**config.mk**
```make
export PLATFORM = sky130hd
export DESIGN_NAME = syn_sram_acc_arb
export DESIGN_NICKNAME = d
export VERILOG_FILES = /design/src/rtl/syn_sram_acc_arb.sv
export SDC_FILE = /design/constraint.sdc
export NUM_CORES = 1
export LEC_CHECK = 0
export CAP_MARGIN = 20
export CELL_PAD_IN_SITES_DETAIL_PLACEMENT = 1
export CELL_PAD_IN_SITES_GLOBAL_PLACEMENT = 1
export CORE_MARGIN = 2
export CORE_UTILIZATION = 25
export DETAILED_ROUTE_END_ITERATION = 12
export GPL_ROUTABILITY_DRIVEN = 0
export PLACE_DENSITY = 0.73
export SLEW_MARGIN = 20
export SYNTH_ARGS = -nofsm -noshare
export SYNTH_HDL_FRONTEND = slang
export SYNTH_SLANG_ARGS = --single-unit
export TNS_END_PERCENT = 10
```
**constraint.sdc**
```tcl
create_clock -name clk_ir -period 2.9 [get_ports clk_ir]
set_input_delay 0.29 -clock clk_ir [delete_from_list [all_inputs] [get_ports clk_ir]]
set_output_delay 0.29 -clock clk_ir [all_outputs]
set_load 0.05 [all_outputs]
```
**src/rtl/syn_sram_acc_arb.sv**
```systemverilog
// ============================================================================
// syn_sram_acc_arb
// ----------------------------------------------------------------------------
// Arbiter between two requesters for the single shared SRAM access channel.
// Port 0 is the VGA line-buffer read stream. Port 1 is the GPU pixel
// read/write path. Only one requester is granted at a time, and VGA has
// priority. Read data comes back from the controller in issue order. A small
// tag FIFO records which requester issued each outstanding read, so that
// every return is steered to the requester that issued it.
//
// Optional build macro: SYN_SRAM_ARB_STARVE_GUARD_EN
//   Defined   : the GPU is promoted once it has waited P_STARVE_LIM cycles.
//   Undefined : strict VGA priority.
//
// Ports
//   clk_ir, rst_sync_l          clock and synchronous active-low reset
//   vga_req/addr                VGA read request (read-only port)
//   vga_ack                     VGA transfer accepted this cycle
//   vga_rd_valid/rdata          registered VGA read return
//   gpu_req/wr/addr/wdata       GPU request (wr=1 for write)
//   gpu_ack                     GPU transfer accepted this cycle
//   gpu_rd_valid/rdata          registered GPU read return
//   sram_req/wr/addr/wdata      request to the SRAM access controller
//   sram_ready                  controller accepts when sram_req & sram_ready
//   sram_rd_valid/rdata         read return from the controller, in issue order
// ============================================================================
module syn_sram_acc_arb #(
    parameter int P_ADDR_W     = 18,
    parameter int P_DATA_W     = 16,
    parameter int P_MAX_BURST  = 16,
    parameter int P_OUTST_MAX  = 4,
    parameter int P_STARVE_LIM = 64
) (
    input  logic                clk_ir,
    input  logic                rst_sync_l,
    input  logic                vga_req,
    input  logic [P_ADDR_W-1:0] vga_addr,
    output logic                vga_ack,
    output logic                vga_rd_valid,
    output logic [P_DATA_W-1:0] vga_rdata,
    input  logic                gpu_req,
    input  logic                gpu_wr,
    input  logic [P_ADDR_W-1:0] gpu_addr,
    input  logic [P_DATA_W-1:0] gpu_wdata,
    output logic                gpu_ack,
    output logic                gpu_rd_valid,
    output logic [P_DATA_W-1:0] gpu_rdata,
    output logic                sram_req,
    output logic                sram_wr,
    output logic [P_ADDR_W-1:0] sram_addr,
    output logic [P_DATA_W-1:0] sram_wdata,
    input  logic                sram_ready,
    input  logic                sram_rd_valid,
    input  logic [P_DATA_W-1:0] sram_rdata
);

    typedef enum logic [1:0] {
        ST_IDLE    = 2'd0,
        ST_GNT_VGA = 2'd1,
        ST_GNT_GPU = 2'd2
    } state_t;

    localparam int CW = $clog2(P_MAX_BURST + 1);
    localparam int PW = (P_OUTST_MAX > 1) ? $clog2(P_OUTST_MAX) : 1;
    localparam int NW = $clog2(P_OUTST_MAX + 1);
    localparam logic [CW-1:0] BURST_LAST = CW'(P_MAX_BURST - 1);
    localparam logic [PW-1:0] PTR_LAST   = PW'(P_OUTST_MAX - 1);
    localparam logic [NW-1:0] FIFO_DEPTH = NW'(P_OUTST_MAX);

    state_t                state;
    logic [CW-1:0]         burst_cnt;

    logic [P_OUTST_MAX-1:0] tag_mem;     // 0 = VGA, 1 = GPU
    logic [PW-1:0]          wr_ptr;
    logic [PW-1:0]          rd_ptr;
    logic [NW-1:0]          fifo_cnt;
    logic                   proto_err;   // sticky: return arrived with nothing outstanding

    logic                   grant_vga;
    logic                   grant_gpu;
    logic                   sel_req;
    logic                   fifo_full;
    logic                   pop;
    logic                   push;
    logic                   stall;
    logic                   xfer;
    logic                   head_tag;
    logic                   starved;

    function automatic logic [PW-1:0] ptr_next(input logic [PW-1:0] p);
        return (p == PTR_LAST) ? '0 : p + 1'b1;
    endfunction

    // ------------------------------------------------------------------
    // Request path: the granted port drives the SRAM channel directly.
    // ------------------------------------------------------------------
    // NOTE: combinational blocks use blocking '='. Every output also gets a
    // default value first, so no path through the block infers a latch.
    always_comb begin
        grant_vga  = (state == ST_GNT_VGA);
        grant_gpu  = (state == ST_GNT_GPU);
        sel_req    = 1'b0;
        sram_wr    = 1'b0;
        sram_addr  = '0;
        sram_wdata = '0;
        if (grant_vga) begin
            sel_req   = vga_req;
            sram_addr = vga_addr;
        end else if (grant_gpu) begin
            sel_req    = gpu_req;
            sram_wr    = gpu_wr;
            sram_addr  = gpu_addr;
            sram_wdata = gpu_wdata;
        end

        fifo_full = (fifo_cnt == FIFO_DEPTH);
        pop       = sram_rd_valid && (fifo_cnt != '0);
        // A read may be accepted into a full FIFO on the same cycle the
        // head is popped. Writes take no tag, so they never stall.
        stall     = !sram_wr && fifo_full && !pop;
        sram_req  = sel_req && !stall;
        xfer      = sram_req && sram_ready;
        vga_ack   = xfer && grant_vga;
        gpu_ack   = xfer && grant_gpu;
        push      = xfer && !sram_wr;
        head_tag  = tag_mem[rd_ptr];
    end

    // ------------------------------------------------------------------
    // Starvation guard
    // ------------------------------------------------------------------
`ifdef SYN_SRAM_ARB_STARVE_GUARD_EN
    localparam int SW = $clog2(P_STARVE_LIM + 1);
    localparam logic [SW-1:0] STARVE_LIM = SW'(P_STARVE_LIM);

    logic [SW-1:0] wait_cnt;

    // The counter saturates at the limit. It stays there until the GPU is
    // finally served.
    always_ff @(posedge clk_ir) begin
        if (!rst_sync_l) begin
            wait_cnt <= '0;
        end else if (gpu_ack) begin
            wait_cnt <= '0;
        end else if (gpu_req && wait_cnt != STARVE_LIM) begin
            wait_cnt <= wait_cnt + 1'b1;
        end
    end

    assign starved = (wait_cnt >= STARVE_LIM);
`else
    logic unused_starve_lim;
    assign unused_starve_lim = (P_STARVE_LIM != 0);
    assign starved           = 1'b0;
`endif

    // ------------------------------------------------------------------
    // Grant FSM and burst counter
    // ------------------------------------------------------------------
    // NOTE: sequential state is updated only with non-blocking '<='.
    always_ff @(posedge clk_ir) begin
        if (!rst_sync_l) begin
            state     <= ST_IDLE;
            burst_cnt <= '0;
        end else begin
            case (state)
                ST_IDLE: begin
                    burst_cnt <= '0;
                    if (gpu_req && starved) state <= ST_GNT_GPU;
                    else if (vga_req)       state <= ST_GNT_VGA;
                    else if (gpu_req)       state <= ST_GNT_GPU;
                end
                ST_GNT_VGA, ST_GNT_GPU: begin
                    if (!sel_req) begin
                        state     <= ST_IDLE;
                        burst_cnt <= '0;
                    end else if (xfer) begin
                        if (burst_cnt == BURST_LAST || (grant_vga && starved)) begin
                            state     <= ST_IDLE;
                            burst_cnt <= '0;
                        end else begin
                            burst_cnt <= burst_cnt + 1'b1;
                        end
                    end
                end
                default: begin
                    state     <= ST_IDLE;
                    burst_cnt <= '0;
                end
            endcase
        end
    end

    // ------------------------------------------------------------------
    // Tag FIFO control
    // ------------------------------------------------------------------
    always_ff @(posedge clk_ir) begin
        if (!rst_sync_l) begin
            wr_ptr    <= '0;
            rd_ptr    <= '0;
            fifo_cnt  <= '0;
            proto_err <= 1'b0;
        end else begin
            if (push) wr_ptr <= ptr_next(wr_ptr);
            if (pop)  rd_ptr <= ptr_next(rd_ptr);
            if (push && !pop)      fifo_cnt <= fifo_cnt + 1'b1;
            else if (pop && !push) fifo_cnt <= fifo_cnt - 1'b1;
            if (sram_rd_valid && fifo_cnt == '0) proto_err <= 1'b1;
        end
    end

    // NOTE: tag storage has no reset. fifo_cnt guards every read, so a stale
    // entry is never observed.
    always_ff @(posedge clk_ir) begin
        if (push) tag_mem[wr_ptr] <= grant_gpu;
    end

    logic unused_proto_err;
    assign unused_proto_err = proto_err;

    // ------------------------------------------------------------------
    // Registered read-data return
    // ------------------------------------------------------------------
    always_ff @(posedge clk_ir) begin
        if (!rst_sync_l) begin
            vga_rd_valid <= 1'b0;
            gpu_rd_valid <= 1'b0;
            vga_rdata    <= '0;
            gpu_rdata    <= '0;
        end else begin
            vga_rd_valid <= pop && !head_tag;
            gpu_rd_valid <= pop && head_tag;
            if (pop && !head_tag) vga_rdata <= sram_rdata;
            if (pop && head_tag)  gpu_rdata <= sram_rdata;
        end
    end

endmodule

```
[After elaboration in Yosys (flattened, before gate mapping)]
Cells that the tools add are included.
Cells by class
  magnitude comparators: 3
  multiplexer cells: 24
  reduce and logical (&&, ||, !) cells: 24
  equality and inequality tests: 9
  $add $sub $neg: 5
Operators with widths (number)
  two-way mux 18 bit: 2
  two-way mux 16 bit: 2
  two-way mux 2 bit: 7
  logical AND 1 bit: 13
  inequality test 3 bit, second input constant: 3
  == test 2 bit, second input constant: 3
  less-than comparator 2 x 3 -> 1 bit, second input constant: 2
  two-way mux 1 bit: 6
  two-way mux 3 bit: 2
  AND reduction 3 bit: 2
  adder 5 x 1 -> 5 bit, second input constant: 1
  == test 5 x 4 -> 1 bit, second input constant: 1
  logical NOT 1 bit: 5
  two-way mux 5 bit: 1
  adder 2 x 1 -> 2 bit, second input constant: 2
  bitwise mux 4 bit: 1
  one-hot mux 2 bit (2 select lines): 1
  adder 3 x 1 -> 3 bit, second input constant: 1
  == test 3 bit, second input constant: 1
  nonzero test 3 bit: 1
  subtractor 3 x 1 -> 3 bit, second input constant: 1
  binary-select mux 1 bit (select 2 bit): 1
  demux 1 bit (select 2 bit): 1
  == test 2 x 1 -> 1 bit, second input constant: 1
  4 further kinds: 4
Word-level totals
  bits in registers: 52
  input port bits: 75

[Longest topological paths before layout]
Gate-level depths: netlist of run 1.
  depth after elaboration: 14
  gate-level depth with buffers: 11
  depth with buffers taken out: 11

[Least setup slack after synthesis of run 1]
OpenSTA, ideal clock, no wires.
  path kind: flip-flop to flip-flop
  from: register state[0]
  to: register fifo_cnt[2]
  path buffers: 0
  data arrival time: 2.793 ns
  clock period less this slack: 2.866 ns
  data required time: 2.827 ns
  cell stages (with the launch flop): 12
  path slack: 0.034 ns
  cell sequence: dfxtp_1 > inv_1 > ha_1 > nand3b_1 > inv_1 > a2111oi_4 > ha_1 > inv_1 > fa_1 > xor2_1 > or3_1 > a21oi_1
Between the ends
  word-level cells in the longest chain between the ends: 13
  elaborated cells between the ends (all ways): 18
  those cells by class: 2 x eq/ne; 5 x mux; 11 x reduce/logical
Ends and longest elaborated chain
  start: declaration: line 70  | state_t state;
  start signal: assignment: line 163  | state <= ST_IDLE;
  start signal: assignment: line 169  | if (gpu_req && starved) state <= ST_GNT_GPU;
  start signal: assignment: line 170  | else if (vga_req) state <= ST_GNT_VGA;
  == test 2 bit *: line 101  | grant_gpu = (state == ST_GNT_GPU);
  named net grant_gpu: line 80  | logic grant_gpu;
  two-way mux 1 bit *: line 109  | end else if (grant_gpu) begin
  two-way mux 1 bit *: line 106  | if (grant_vga) begin
  named net sram_wr: line 49  | output logic sram_wr,
  logical NOT 1 bit *: line 120, 125
  logical AND 1 bit (2 in series): line 120  | stall = !sram_wr && fifo_full && !pop;
  logical NOT 1 bit: line 121  | sram_req = sel_req && !stall;
  logical AND 1 bit: line 121
  logical AND 1 bit: line 122  | xfer = sram_req && sram_ready;
  logical AND 1 bit *: line 125  | push = xfer && !sram_wr;
  named net push: line 84  | logic push;
  logical NOT 1 bit: line 207  | else if (pop && !push) fifo_cnt <= fifo_cnt - 1'b1;
  logical AND 1 bit: line 207
  nonzero test 2 bit (no source line)
  end signal: assignment: line 206  | if (push && !pop) fifo_cnt <= fifo_cnt + 1'b1;
  end signal: assignment: line 207
  end: declaration: line 76  | logic [NW-1:0] fifo_cnt;
Mark *: on every way through the listed nets, which the timed path passes. The rest lies on a longest branch.
A chain may end at the register's enable or synchronous reset.

[Worst setup path in the final report of run 1]
  from: register state[1]
  to: register fifo_cnt[2]
Between the ends
  word-level cells in the longest chain between the ends: 13
  elaborated cells between the ends (all ways): 18
  those cells by class: 2 x eq/ne; 5 x mux; 11 x reduce/logical
Ends and longest elaborated chain (line)
  == test 2 bit: 101
  two-way mux 1 bit: 109
  two-way mux 1 bit: 106
  logical NOT 1 bit: 120, 125
  logical AND 1 bit (2 in series): 120
  logical NOT 1 bit: 121
  logical AND 1 bit: 121
  logical AND 1 bit: 122
  logical AND 1 bit *: 125
  named net push: 84
  logical NOT 1 bit: 207
  logical AND 1 bit: 207
  nonzero test 2 bit (no source line)
Marked as above.

==> results.md, run 1 <==
* Num CTS Buffers at 5
* Slowest cell on crit path: fa_1
* Most used cell, CP: inv_1
* Max IR drop VDD at 0.223 mV
* Run status: completed
* Async SR Flop Fraction at 0%
* Syn_nets at 396
* Clk_lat worst skew at 0.30 ns
* Post-synth EDFFs at 4
* Crit path largest cell delay at about 0.37 ns
* Hold endpoint: vga_rdata[3]$_SDFFE_PN0P_
* Top post-synthesis cells by area: dfxtp_1 (36%), nand2_1 (8.0%), o21ai_0 (6.3%)
* Crit-path cells: inv_1, ha_1, nand3b_1, inv_1, a2111oi_4, ha_2, inv_1, fa_1, xor2_1, or3_1, a21oi_1
* CTS sink cnt at 52
* Dominant cell type by area after synthesis: dfxtp_1
* Synth cell types at 46
* CP Launch Type: flop
* Top-count cell post-synth: nand2_1
* Relative slew margins at 61.8%
* Number of buffers and inverters on the critical path at 3
* Worst Tran Pin Value at ~0.57 ns
* Yosys warnings at 0
* Max Buffers Root-to-Sink at 2
* DRC violations left at 0
* Crit path launch: state[1]$_SDFFE_PN0P_
* Crit path kind: flop to flop
* Min-delay src: rst_sync_l
* Pre-antenna DRT Iters at 4
* Cell Int Power at 1.56 mW
* Vias in the first global route at roughly 2900
* Nets at 541
* IO buf count at 146
* RSZ-0062 raised after global routing: no
* Clock skew at about 0.0063 ns
* Slew Limit Fails at 0
* Tot GR Track Use at 14.7%
* Routed wire length at 8670 um
* Post-Syn Area at 2710 um^2
* P per Cell Area at 578 nW/um^2
* Pwr Total at 2.66 mW
* Clock Pin Slew Worst Setup and Hold Paths at approximately 0.1 ns
* #FFs+latches synth at 52
* Reg power frac at 34.8%
* Cts hold-fix bufs at 0
* Antenna Cells at 0
* Hold path depth at 3
* LEAKAGE at 1.70 nW
* DR vias/cell at 4.65
* Clk root buf: clkbuf_8
* Syn Area/Cell at 8.73 um^2
* DR iter-0 viols at approximately 90
* First-pass GRT wire length at 13600 um
* Post-route minimum period at 2.74 ns
* Share of the synthesized area in the top cell type at 35.5%
* Die Area at 11700 um^2
* Total net switching power at 1.10 mW
* # IOs at between 100 and 150
* Worst EP required at 3.13 ns
* Initial Util at 26.0%
* CTS tree: built
* Reg2reg start: state[1]$_SDFFE_PN0P_
* CP endpoint kind: flop
* Crit Path Max Fanout at 5
* Setup slack, reg-to-reg at 0.16 ns
* WL/cell at 14.6 um
* Vias at 2753
* Most instantiated cells after synthesis: nand2_1 (58), dfxtp_1 (48), o21ai_0 (34), nand3_1 (24), and2_1 (22)
* Synthesis-to-finish area growth at 69.9%
* Sequential fraction of the synthesis area at 39.9%
* Post-synth top flop: dfxtp_1
* Sw frac at around 41%
* Setup_tns at 0 ns
* Core Region at roughly 10000 um^2
* Power share of the clock group at around 19%
* Share of layout cells above drive strength 1 at 18.9%
* Width of the die at 108 um
* R2r endpoint: fifo_cnt[2]$_SDFFE_PN0P_
* Max-Cap Viols at 0
* Combinational share of power at a little under half
* Period Utilization, post-route at 94.3%
* Top Family by Delay on Critical Path: adder cells
* Die H at 108 um
* Post-Syn Instances at 310
* Dpl hpwl at 6990 um
* Post-DRT Antenna Nets at 0
* Worst EP arrival at between 2 and 3 ns
* Reg2Reg Depth at 11
* Setup violators final at 0
* Maximum clock frequency at 366 MHz
* Largest net degree at the start of global routing at 34
* Antenna violations before repair at 0
* H-tree depth at 2
* Final Hold Viols at 0
* Total overflow reported by the global router at 0
* Row count at 37
* Hold Path Class: primary input to flop
* Final design utilization at between 40% and 50%
through the flow:
step	cell area, um^2	hold WS [ns]	setup slack (ns)	std cells
2_1_floorplan	2710	0.410	0.0342	310
3_3_place_gp	4470	0.420	0.221	583
3_5_place_dp	4470	0.439	0.149	583
4_1_cts	4590	0.427	0.122	591
5_1_grt	4600	0.466	0.00229	592
6_report	4600	0.436	0.164	592
cells in the final DEF, fill, tap and decap left out, drive strengths merged, types with 3 or more instances in the layout:
cell type / count
edfxtp: 4
and2: 22
nand3b: 3
nand3: 37
clkdlybuf4s50: 118
dfxtp: 48
nor2: 8
o21ai: 50
inv: 9
ha: 10
clkbuf: 7
nand2: 58
a21oi: 6
buf: 41
nand2b: 3
o31ai: 3
timing repair:
action / 4_1_cts / 5_1_grt
resized for setup: 0 / 2
buffers inserted: 0 / 1
endpoints found under the setup margin: 0 / 1
endpoints found under the hold margin: 0 / 0
tightest hold or removal path, stage by stage:
cell and delay, ns:
buf_2 0.24, nand3_2 0.13, o21ai_2 0.04
worst max-delay path by stage:
stage / slack [ns] / cells after the start / to
2_1_floorplan: 0.03 / 11 / fifo_cnt[2]$_SDFFE_PN0P_
4_1_cts: 0.12 / 11 / fifo_cnt[2]$_SDFFE_PN0P_
5_1_grt: 0.002 / 11 / fifo_cnt[2]$_SDFFE_PN0P_
3_3_place_gp: 0.22 / 9 / fifo_cnt[2]$_SDFFE_PN0P_
3_5_place_dp: 0.15 / 11 / fifo_cnt[2]$_SDFFE_PN0P_
6_report: 0.16 / 11 / fifo_cnt[2]$_SDFFE_PN0P_
routing by layer:
metal / track usage [%] / up-vias / share of wire, %
met5: 0 / - / 0
met3: 7.11 / 8 / 13
met1: 15.5 / 1262 / 38
met2: 26.1 / 130 / 48
met4: 3.85 / 0 / 1.0
li1: - / 1353 / -
layout make-up:
type	count	area [um^2]
repair buffers	159	1740
flip-flops and latches	52	1080
well taps	136	170
clock buffers	7	108
clock inverters	1	8.76
fillers	1196	5820
multi-input cells	227	1460
inverters	10	37.5
sequential cells by signal, indices dropped and copies added, names as in the netlist:
register      count
vga_rdata        16
rd_ptr            2
wr_ptr            2
state             2
gpu_rdata        16
tag_mem           4
fifo_cnt          3
gpu_rd_valid      1
burst_cnt         5
vga_rd_valid      1
cells by family after synthesis:
family | Yosys count | share of synthesized area [%]
AOI/OAI and AO/OA | 72 | 18.5
adders and majority gates | 11 | 5.36
buffers and inverters | 31 | 6.38
xor gates and xnor gates | 2 | 0.647
and+or+nand+nor | 139 | 27.6
DFF | 52 | 39.9
muxes | 3 | 1.57
power by group through the flow:
stage                     registers, mW  clock network [mW]  logic [mW]
final                             0.926               0.492        1.24
after detailed placement          0.944                   0        1.25
after global placement            0.938                   0        1.22
after floorplan                    1.19                   0       0.586
after global routing              0.941               0.542        1.34
after CTS                         0.929               0.516        1.25
(Power assumes the default switching activity.)
==> run 2: changes to the inputs <==
Settings changed: CTS_CLUSTER_DIAMETER set to 30, SLEW_MARGIN 20 to not set.
==> results of run 2 <==
The final DEF is identical to that of run 1; final timing and power are the same.
